`src/rtl/booth_mul_8bit.sv`:
```
// Signed 8x8 radix-2 Booth multiplier around a ripple add/sub stage.
// Optional BOOTH_EARLY_TERM_EN: finishes early with a barrel shift once the remaining multiplier bits are uniform.

// Purpose: 8-bit ripple-carry adder/subtractor (a+b or a-b) with signed overflow.
// Latency: combinational.
// Backpressure: none.
module ripple_addsub_8bit (
   input  logic [7:0] a,
   input  logic [7:0] b,
   input  logic       addsub,
   output logic [7:0] sum,
   output logic       overflow
);
   logic [8:0] carry;
   logic [7:0] b_x;

   assign b_x      = b ^ {8{addsub}};
   assign carry[0] = addsub;

   for (genvar i = 0; i < 8; i++) begin : g_fa
      assign sum[i]     = a[i] ^ b_x[i] ^ carry[i];
      assign carry[i+1] = (a[i] & b_x[i]) | (carry[i] & (a[i] ^ b_x[i]));
   end

   assign overflow = carry[8] ^ carry[7];
endmodule

// Purpose: sequential signed 8x8 Booth multiplier, 16-bit exact product.
// Latency: out_valid 9 edges after acceptance (fewer with early termination).
// Backpressure: product held in DONE until out_ready; in_ready low while busy.
module booth_mul_8bit (
   input  logic        clk,
   input  logic        rst,
   input  logic        in_valid,
   output logic        in_ready,
   input  logic [7:0]  in_a,
   input  logic [7:0]  in_b,
   output logic        out_valid,
   input  logic        out_ready,
   output logic [15:0] out_product,
   output logic        busy
);
   typedef enum logic [1:0] {IDLE, RUN, DONE} state_t;

   state_t     state;
   logic [7:0] m_reg;
   logic [7:0] a_reg;
   logic [7:0] q_reg;
   logic       q_m1;
   logic [3:0] count;

   logic       addsub;
   logic       do_arith;
   logic [7:0] sum;
   logic       overflow;
   logic [8:0] a_ext;
   logic [7:0] a_sh;
   logic [7:0] q_sh;
   logic       qm1_sh;
   logic [3:0] count_dec;

   ripple_addsub_8bit u_addsub (
      .a        (a_reg),
      .b        (m_reg),
      .addsub   (addsub),
      .sum      (sum),
      .overflow (overflow)
   );

   // The true 9-bit sign of A+/-M is sum[7]^overflow; this keeps M=-128 exact.
   always_comb begin
      addsub    = q_reg[0] & ~q_m1;
      do_arith  = q_reg[0] ^ q_m1;
      a_ext     = do_arith ? {sum[7] ^ overflow, sum} : {a_reg[7], a_reg};
      a_sh      = a_ext[8:1];
      q_sh      = {a_ext[0], q_reg[7:1]};
      qm1_sh    = q_reg[0];
      count_dec = count - 4'd1;
   end

`ifdef BOOTH_EARLY_TERM_EN
   logic [8:0]         rem_bits;
   logic [8:0]         rem_mask;
   logic               early;
   logic signed [15:0] prod_sh;
   logic signed [15:0] prod_bar;

   // Unexamined multiplier bits plus q_m1 all equal means only shifts remain.
   always_comb begin
      rem_bits = {q_sh, qm1_sh};
      rem_mask = (9'd2 << count_dec) - 9'd1;
      early    = (count_dec != 4'd0) &&
                 (((rem_bits & rem_mask) == 9'd0) || ((rem_bits & rem_mask) == rem_mask));
      prod_sh  = {a_sh, q_sh};
      prod_bar = prod_sh >>> count_dec;
   end
`endif

   always_ff @(posedge clk) begin
      if (rst) begin
         state       <= IDLE;
         in_ready    <= 1'b1;
         out_valid   <= 1'b0;
         out_product <= 16'd0;
         busy        <= 1'b0;
         m_reg       <= 8'd0;
         a_reg       <= 8'd0;
         q_reg       <= 8'd0;
         q_m1        <= 1'b0;
         count       <= 4'd0;
      end else begin
         case (state)
            IDLE: begin
               if (in_valid && in_ready) begin
                  m_reg    <= in_a;
                  q_reg    <= in_b;
                  a_reg    <= 8'd0;
                  q_m1     <= 1'b0;
                  count    <= 4'd8;
                  in_ready <= 1'b0;
                  busy     <= 1'b1;
                  state    <= RUN;
               end
            end
            RUN: begin
               if (count == 4'd0) begin
                  out_product <= {a_reg, q_reg};
                  out_valid   <= 1'b1;
                  state       <= DONE;
               end else begin
                  a_reg <= a_sh;
                  q_reg <= q_sh;
                  q_m1  <= qm1_sh;
                  count <= count_dec;
`ifdef BOOTH_EARLY_TERM_EN
                  if (early) begin
                     {a_reg, q_reg} <= prod_bar;
                     count          <= 4'd0;
                  end
`endif
               end
            end
            DONE: begin
               if (out_ready) begin
                  out_valid <= 1'b0;
                  in_ready  <= 1'b1;
                  busy      <= 1'b0;
                  state     <= IDLE;
               end
            end
            default: state <= IDLE;
         endcase
      end
   end
endmodule

```
`config.mk`:
```
export PLATFORM = sky130hd
export DESIGN_NAME = booth_mul_8bit
export DESIGN_NICKNAME = d
export VERILOG_FILES = /design/src/rtl/booth_mul_8bit.sv
export SDC_FILE = /design/constraint.sdc
export NUM_CORES = 1
export LEC_CHECK = 0
export BUFFER_PORTS_ARGS = -buffer_cell sky130_fd_sc_hd__buf_2
export CAP_MARGIN = 20
export CORE_MARGIN = 5
export CORE_UTILIZATION = 51
export DETAILED_ROUTE_END_ITERATION = 6
export GPL_TIMING_DRIVEN = 0
export PLACE_DENSITY = 0.76
export SLEW_MARGIN = 20
export SYNTH_ARGS = -nofsm -noshare
export SYNTH_HDL_FRONTEND = slang
export SYNTH_HIERARCHICAL = 1
export SYNTH_SLANG_ARGS = --single-unit
export TNS_END_PERCENT = 10
```
`constraint.sdc`:
```
create_clock -name clk -period 3.7 [get_ports clk]
set_input_delay 0.555 -clock clk [delete_from_list [all_inputs] [get_ports clk]]
set_output_delay 0.555 -clock clk [all_outputs]
set_load 0.05 [all_outputs]
```
# After elaboration in Yosys (flattened, before gate mapping)

Cells that the tools add are included.

Register bits after elaboration: 50

Add/sub/neg operators: 1
Equality and inequality tests: 7
Muxes and demuxes: 24
Bitwise logic cells: 46
Reductions and logical operators: 13

Operators with widths:

| cell                                                                | number |
|---|---|
| 8-bit two-way mux                                                   | 4 |
| 8-bit case mux with 2 select lines                                  | 2 |
| 1-bit bitwise XOR                                                   | 19 |
| 1-bit bitwise AND                                                   | 17 |
| 3-bit AND reduction                                                 | 4 |
| 2-bit inequality test (second input constant)                       | 5 |
| 9-bit two-way mux                                                   | 1 |
| 4-bit two-way mux                                                   | 2 |
| 1-bit bitwise OR                                                    | 8 |
| 1-bit case mux with 2 select lines                                  | 4 |
| 4-bit case mux with 2 select lines                                  | 1 |
| 8-bit bitwise XOR                                                   | 1 |
| 1-bit two-way mux                                                   | 6 |
| 2-bit two-way mux                                                   | 3 |
| 2-bit case mux with 3 select lines                                  | 1 |
| 2-bit nonzero test                                                  | 3 |
| 4-bit zero test                                                     | 1 |
| 2-bit AND reduction                                                 | 2 |
| 4-bit AND reduction                                                 | 1 |
| 4-bit by 1-bit subtractor with 4-bit output (second input constant) | 1 |
| 2-bit by 1-bit == test with 1-bit output (second input constant)    | 1 |
| 2-bit == test (second input constant)                               | 1 |
| 2-bit zero test                                                     | 1 |
| 1-bit logical AND                                                   | 1 |
| 1-bit inverter                                                      | 1 |

# Logic depth before layout (Yosys ltp)

Word-level depth: 25
Gate-level depth with buffers: 16

# Modules after synthesis

Netlist, hierarchy kept.

Modules (own cells, without submodules):

| module             | instances | cells each | area an instance (µm²) |
|---|---|---|---|
| booth_mul_8bit     | 1         | 251        | 2220.9 |
| ripple_addsub_8bit | 1         | 31         | 290.3 |

# Worst setup path after synthesis

OpenSTA, ideal clock, no wires.

Kind: reg-to-reg
Start point: register q_m1
End point: register a_reg[6]
Library setup time: 0.060 ns
Arrival: 4.036 ns
Path slack: -0.396 ns
Cell stages (with the launch flop): 17
Path buffers: 1
Path through: dfxtp_1 -> inv_1 -> ha_1 -> buf_6 -> xor2_1 -> fa_1 -> inv_1 -> fa_1 -> fa_1 -> fa_1 -> fa_1 -> fa_1 -> fa_1 -> inv_1 -> mux2i_1 -> a2111oi_0 -> a31o_1

Cells in the longest elaborated chain, start to end: 22
Elaborated cells between the ends (all ways): 37
Those cells by class: 3 x mux; 34 x bitwise

RTL lines:

| element                              | RTL line | RTL |
|---|---|---|
| from (decl)                          | 49       | `logic q_m1;` |
| from (signal assigned)               | 133      | `q_m1 <= qm1_sh;` |
| 1-bit inverter *                     | 72       | `addsub = q_reg[0] & ~q_m1;` |
| 1-bit bitwise AND *                  | 72       |  |
| net addsub                           | 52       | `logic addsub;` |
| 8-bit bitwise XOR                    | 17       | `assign b_x = b ^ {8{addsub}};` |
| 1-bit bitwise XOR                    | 22       | `assign carry[i+1] = (a[i] & b_x[i]) \| (carry[i] & (a[i] ^ b_x[i]));` |
| 1-bit bitwise AND                    | 22       |  |
| 1-bit bitwise OR                     | 22       |  |
| 1-bit bitwise AND                    | 22       |  |
| [8 not listed]                       | n/a      |  |
| 1-bit bitwise OR                     | 22       |  |
| 1-bit bitwise AND                    | 22       |  |
| 1-bit bitwise OR                     | 22       |  |
| 1-bit bitwise XOR *                  | 21       | `assign sum[i] = a[i] ^ b_x[i] ^ carry[i];` |
| net sum[7]                           | 54       | `logic [7:0] sum;` |
| 9-bit two-way mux *                  | 74       | `a_ext = do_arith ? {sum[7] ^ overflow, sum} : {a_reg[7], a_reg};` |
| 8-bit two-way mux *                  | 126      | `if (count == 4'd0) begin` |
| 8-bit case mux with 2 select lines * | 112      | `case (state)` |
| to (signal assigned)                 | 131      | `a_reg <= a_sh;` |
| to (decl)                            | 47       | `logic [7:0] a_reg;` |

The timed path passes the listed nets; every way through them passes the cells marked *. The select of a mux whose other input is x is not followed.
A chain may end at the register's enable or synchronous reset.

# Final worst setup path

Start point: register q_m1
End point: register a_reg[7]

Cells in the longest elaborated chain, start to end: 25
Elaborated cells between the ends (all ways): 44
Those cells by class: 1 x eq/ne; 3 x mux; 39 x bitwise; 1 x reduce/logical

RTL lines:

| element                              | RTL line | RTL |
|---|---|---|
| 1-bit inverter *                     | 72       |  |
| 1-bit bitwise AND *                  | 72       |  |
| net addsub                           | 52       |  |
| 8-bit bitwise XOR                    | 17       |  |
| 1-bit bitwise XOR                    | 22       |  |
| 1-bit bitwise AND                    | 22       |  |
| 1-bit bitwise OR                     | 22       |  |
| 1-bit bitwise AND                    | 22       |  |
| [11 not listed]                      | n/a      |  |
| 1-bit bitwise AND                    | 22       |  |
| 1-bit bitwise OR                     | 22       |  |
| 1-bit bitwise XOR *                  | 25       | `assign overflow = carry[8] ^ carry[7];` |
| net overflow                         | 55       | `logic overflow;` |
| 1-bit bitwise XOR *                  | 74       |  |
| 9-bit two-way mux *                  | 74       |  |
| 8-bit two-way mux *                  | 126      |  |
| 8-bit case mux with 2 select lines * | 112      |  |

Marked as above.

==> out/results.ini <==
[cells_and_area]
register_area_um2 = 1003
instances_no_fill = 395
final_nets = 357
drive_gt1_frac = 0.2470
syn2layout_area_growth_pct = 17.79
fillers = 445
diodes = 0
largest_register_ffs = 16
post-route-util = 0.6221
multi_input_area_um2 = 1318
regMostFlops = out_product

[synth]
ys_ff_latch = 50
yosys_most_used_dff = dfxtp_1
yosys_warnings = 6
synth_edf_count = 0
yosysTopAreaCellShare = 0.3986
synth_cell_types = 46
syn_nets = 312
yosysSeqAreaShare = 0.3986
yosysMostFrequentCell = dfxtp_1
synth_area_leader_cell = dfxtp_1
synth_area_um2 = 2511
yosys-top-cells-count = 50 x dfxtp_1, 31 x nand2_1, 29 x a21oi_1, 19 x inv_1, 18 x nand3_1
synth_area_per_cell_um2 = 8.905
synth_top_cells_by_area = dfxtp_1 40%, a21oi_1 5.8%, fa_1 5.6%
async_flop_share = 0
synthCells = 282

[cts]
clockBufferDepth = 2
cts_sinks = 50
worst_skew_pair.late_latency_ns = 0.31
htreeDepth = 2
clockRootBuffer = clkbuf_8
clk_pin_slew_ns = 0.09
cts_hold_buf = 0
cts_setup_buffers = 0
cts_buffers = 5
cts_tree = done

[routing]
drc = 0
drt-initial-drc-count = 125
wl_per_cell_um = 15.62
drtPass1Iterations = 4
routed_wl_mm = 6.169
via_per_inst = 5.489
drtAntennaViolNets = 0
vias = 2168

[power_and_ir_drop]
p_switching_mw = 0.4628
swShare = 0.3178
ir_drop_v = 0.0002908
p_int_mw = 0.9934
powerDensity_nw_per_um2 = 492.3
power.total_mw = 1.456
p_seq_frac = 0.416
clockPowerShare = 0.324
p_leak_nw = 1.165
pwr-share-comb = 0.259

[floorplanning]
rows = 25
initial_core_util = 0.5282
core_um2 = 4755
boundaryPins = 39
die_y_um = 80.17
die_w_um = 80.17
fp.dieArea_um2 = 6427

[setup_path]
cp_common_cell = fa_2
timing.critical_path.buf_inv = 3
crit_fanout = 8
crit_chain = inv_1 > ha_1 > buf_6 > xor2_2 > fa_1 > inv_1 > fa_2 > fa_2 > fa_2 > fa_2 > fa_2 > fa_1 > xor2_1 > xor2_1 > nor4_1 > nor4_1
cp_slowest_cell = fa_2
critPathArrivalTime_ns = 4.28
cp.required_ns = 3.88
critical-path-top-delay-family = adder cells
critPathKind = reg2reg
start_kind = flip-flop
endpoint_kind = flip-flop
max_stage_delay_ns = 0.42

[timing]
clock.fmax_mhz = 244.1
holdWs_ns = 0.4699
setup_violations = 2
finalCriticalPeriod_ns = 4.097
drv_slew = 0
layout_setup_ws_ns = -0.3973
rsz0062_at_grt = yes
fin_crit_sh = 1.107
hold_viol_final = 0
final.setup_skew_ns = 0.003440
worstMarginPinSlew_ns = 0.5594
slew_headroom = 0.6271

[global_routing]
grt_antenna_before_repair = 0
overflow = 0
track_usage = 0.2119
grt_max_degree = 16
grt_pass1_wl_mm = 10.53
grt_pass1_vias = 2194

[placed_design]
dp_hpwl_mm = 4.422
place_congestion = 0.8445
dpl.cell_count = 387
port_buffers = 38

[run_status]
status = finished with violations
violations = negative setup slack

[run]
cap_violations = 0

[worst_hold_path]
worstHoldPathType = reg2reg

timing repair:
item	in CTS	in global routing
gates resized for setup	6	1
pin swaps	1	0
setup endpoints to repair	3	3
endpoints found under the hold margin	0	0
area by class of cell:
class	count	area share
plain buffers	26	0.05034
clock buffers	6	0.02792
multi-input cells	187	0.4454
repair buffers	38	0.06430
well taps	67	0.02834
flip-flops and latches	50	0.3393
inverters	19	0.02411
clock inverters	2	0.02030
power groups by stage:
stage                     registers (mW)  clock network (mW)  logic [mW]
after global placement             0.617                   0       0.362
final                              0.606               0.472       0.377
after CTS                          0.606               0.478       0.376
after floorplan                    0.639                   0       0.254
after global routing               0.612               0.501       0.418
after detailed placement           0.618                   0       0.371
kinds of logic after synthesis:
| family | after synthesis | synth area share |
|---|---|---|
| AO/OA/AOI/OAI | 90 | 0.2407 |
| AND/OR/NAND/NOR | 69 | 0.1350 |
| flip-flops | 50 | 0.3986 |
| buffers and inverters | 45 | 0.08769 |
| XOR/XNOR | 10 | 0.03488 |
| adder cells (fa/ha/maj) | 10 | 0.07075 |
| multiplexers | 8 | 0.03239 |
cells in the final DEF, fill, tap and decap left out, types with 3 or more instances in the layout:
cell type	netlist	final
buf_2	14	52
dfxtp_1	50	48
nand2_1	31	31
a21oi_1	29	29
inv_1	19	18
nand3_1	18	18
o21ai_1	17	17
mux2i_1	7	7
a31o_1	7	7
a311oi_1	7	7
a211oi_1	7	7
clkbuf_8	0	6
xnor2_1	6	6
clkbuf_1	5	5
a2111oi_0	7	5
fa_2	0	5
nor2_1	4	4
buf_6	3	3
nor2b_1	3	3
buf_4	3	3
o211ai_1	3	3
xor2_1	4	3
ha_1	3	3
metrics by stage:
stage | setup TNS (ns) | setup WS, ns | instance area [um2]
2_1_floorplan | -0.4017 | -0.2237 | 2529
3_3_place_gp | -0.9545 | -0.4406 | 2803
3_5_place_dp | -1.137 | -0.4916 | 2803
4_1_cts | -0.8386 | -0.4326 | 2957
5_1_grt | -1.231 | -0.6030 | 2958
6_report | -0.7884 | -0.3973 | 2958
final timing paths:
check	start	endpoint	slack (ns)	cells past startpoint
worst min register to register	m_reg[3]	m_reg[3]	0.47	2
worst max register to register	q_m1	a_reg[7]	-0.40	16
worst min-delay path	m_reg[3]	m_reg[3]	0.47	2
worst max-delay path	q_m1	a_reg[7]	-0.40	16
routing by layer:
layer	global-route usage	vias to the layer above	wire, um
met5	0	-	0
met2	0.3551	54	3067
met4	0.09291	0	168
li1	-	1091	-
met1	0.2516	1006	2626
met3	0.05942	17	306
tightest hold or removal path, delay by kind of cell, from the launching register on:
kind               cells  cell delay, ns
AOI/OAI and AO/OA      1            0.05
DFF                    1            0.33
and+or+nand+nor        1            0.05
Power figures use the tool's default switching activity.
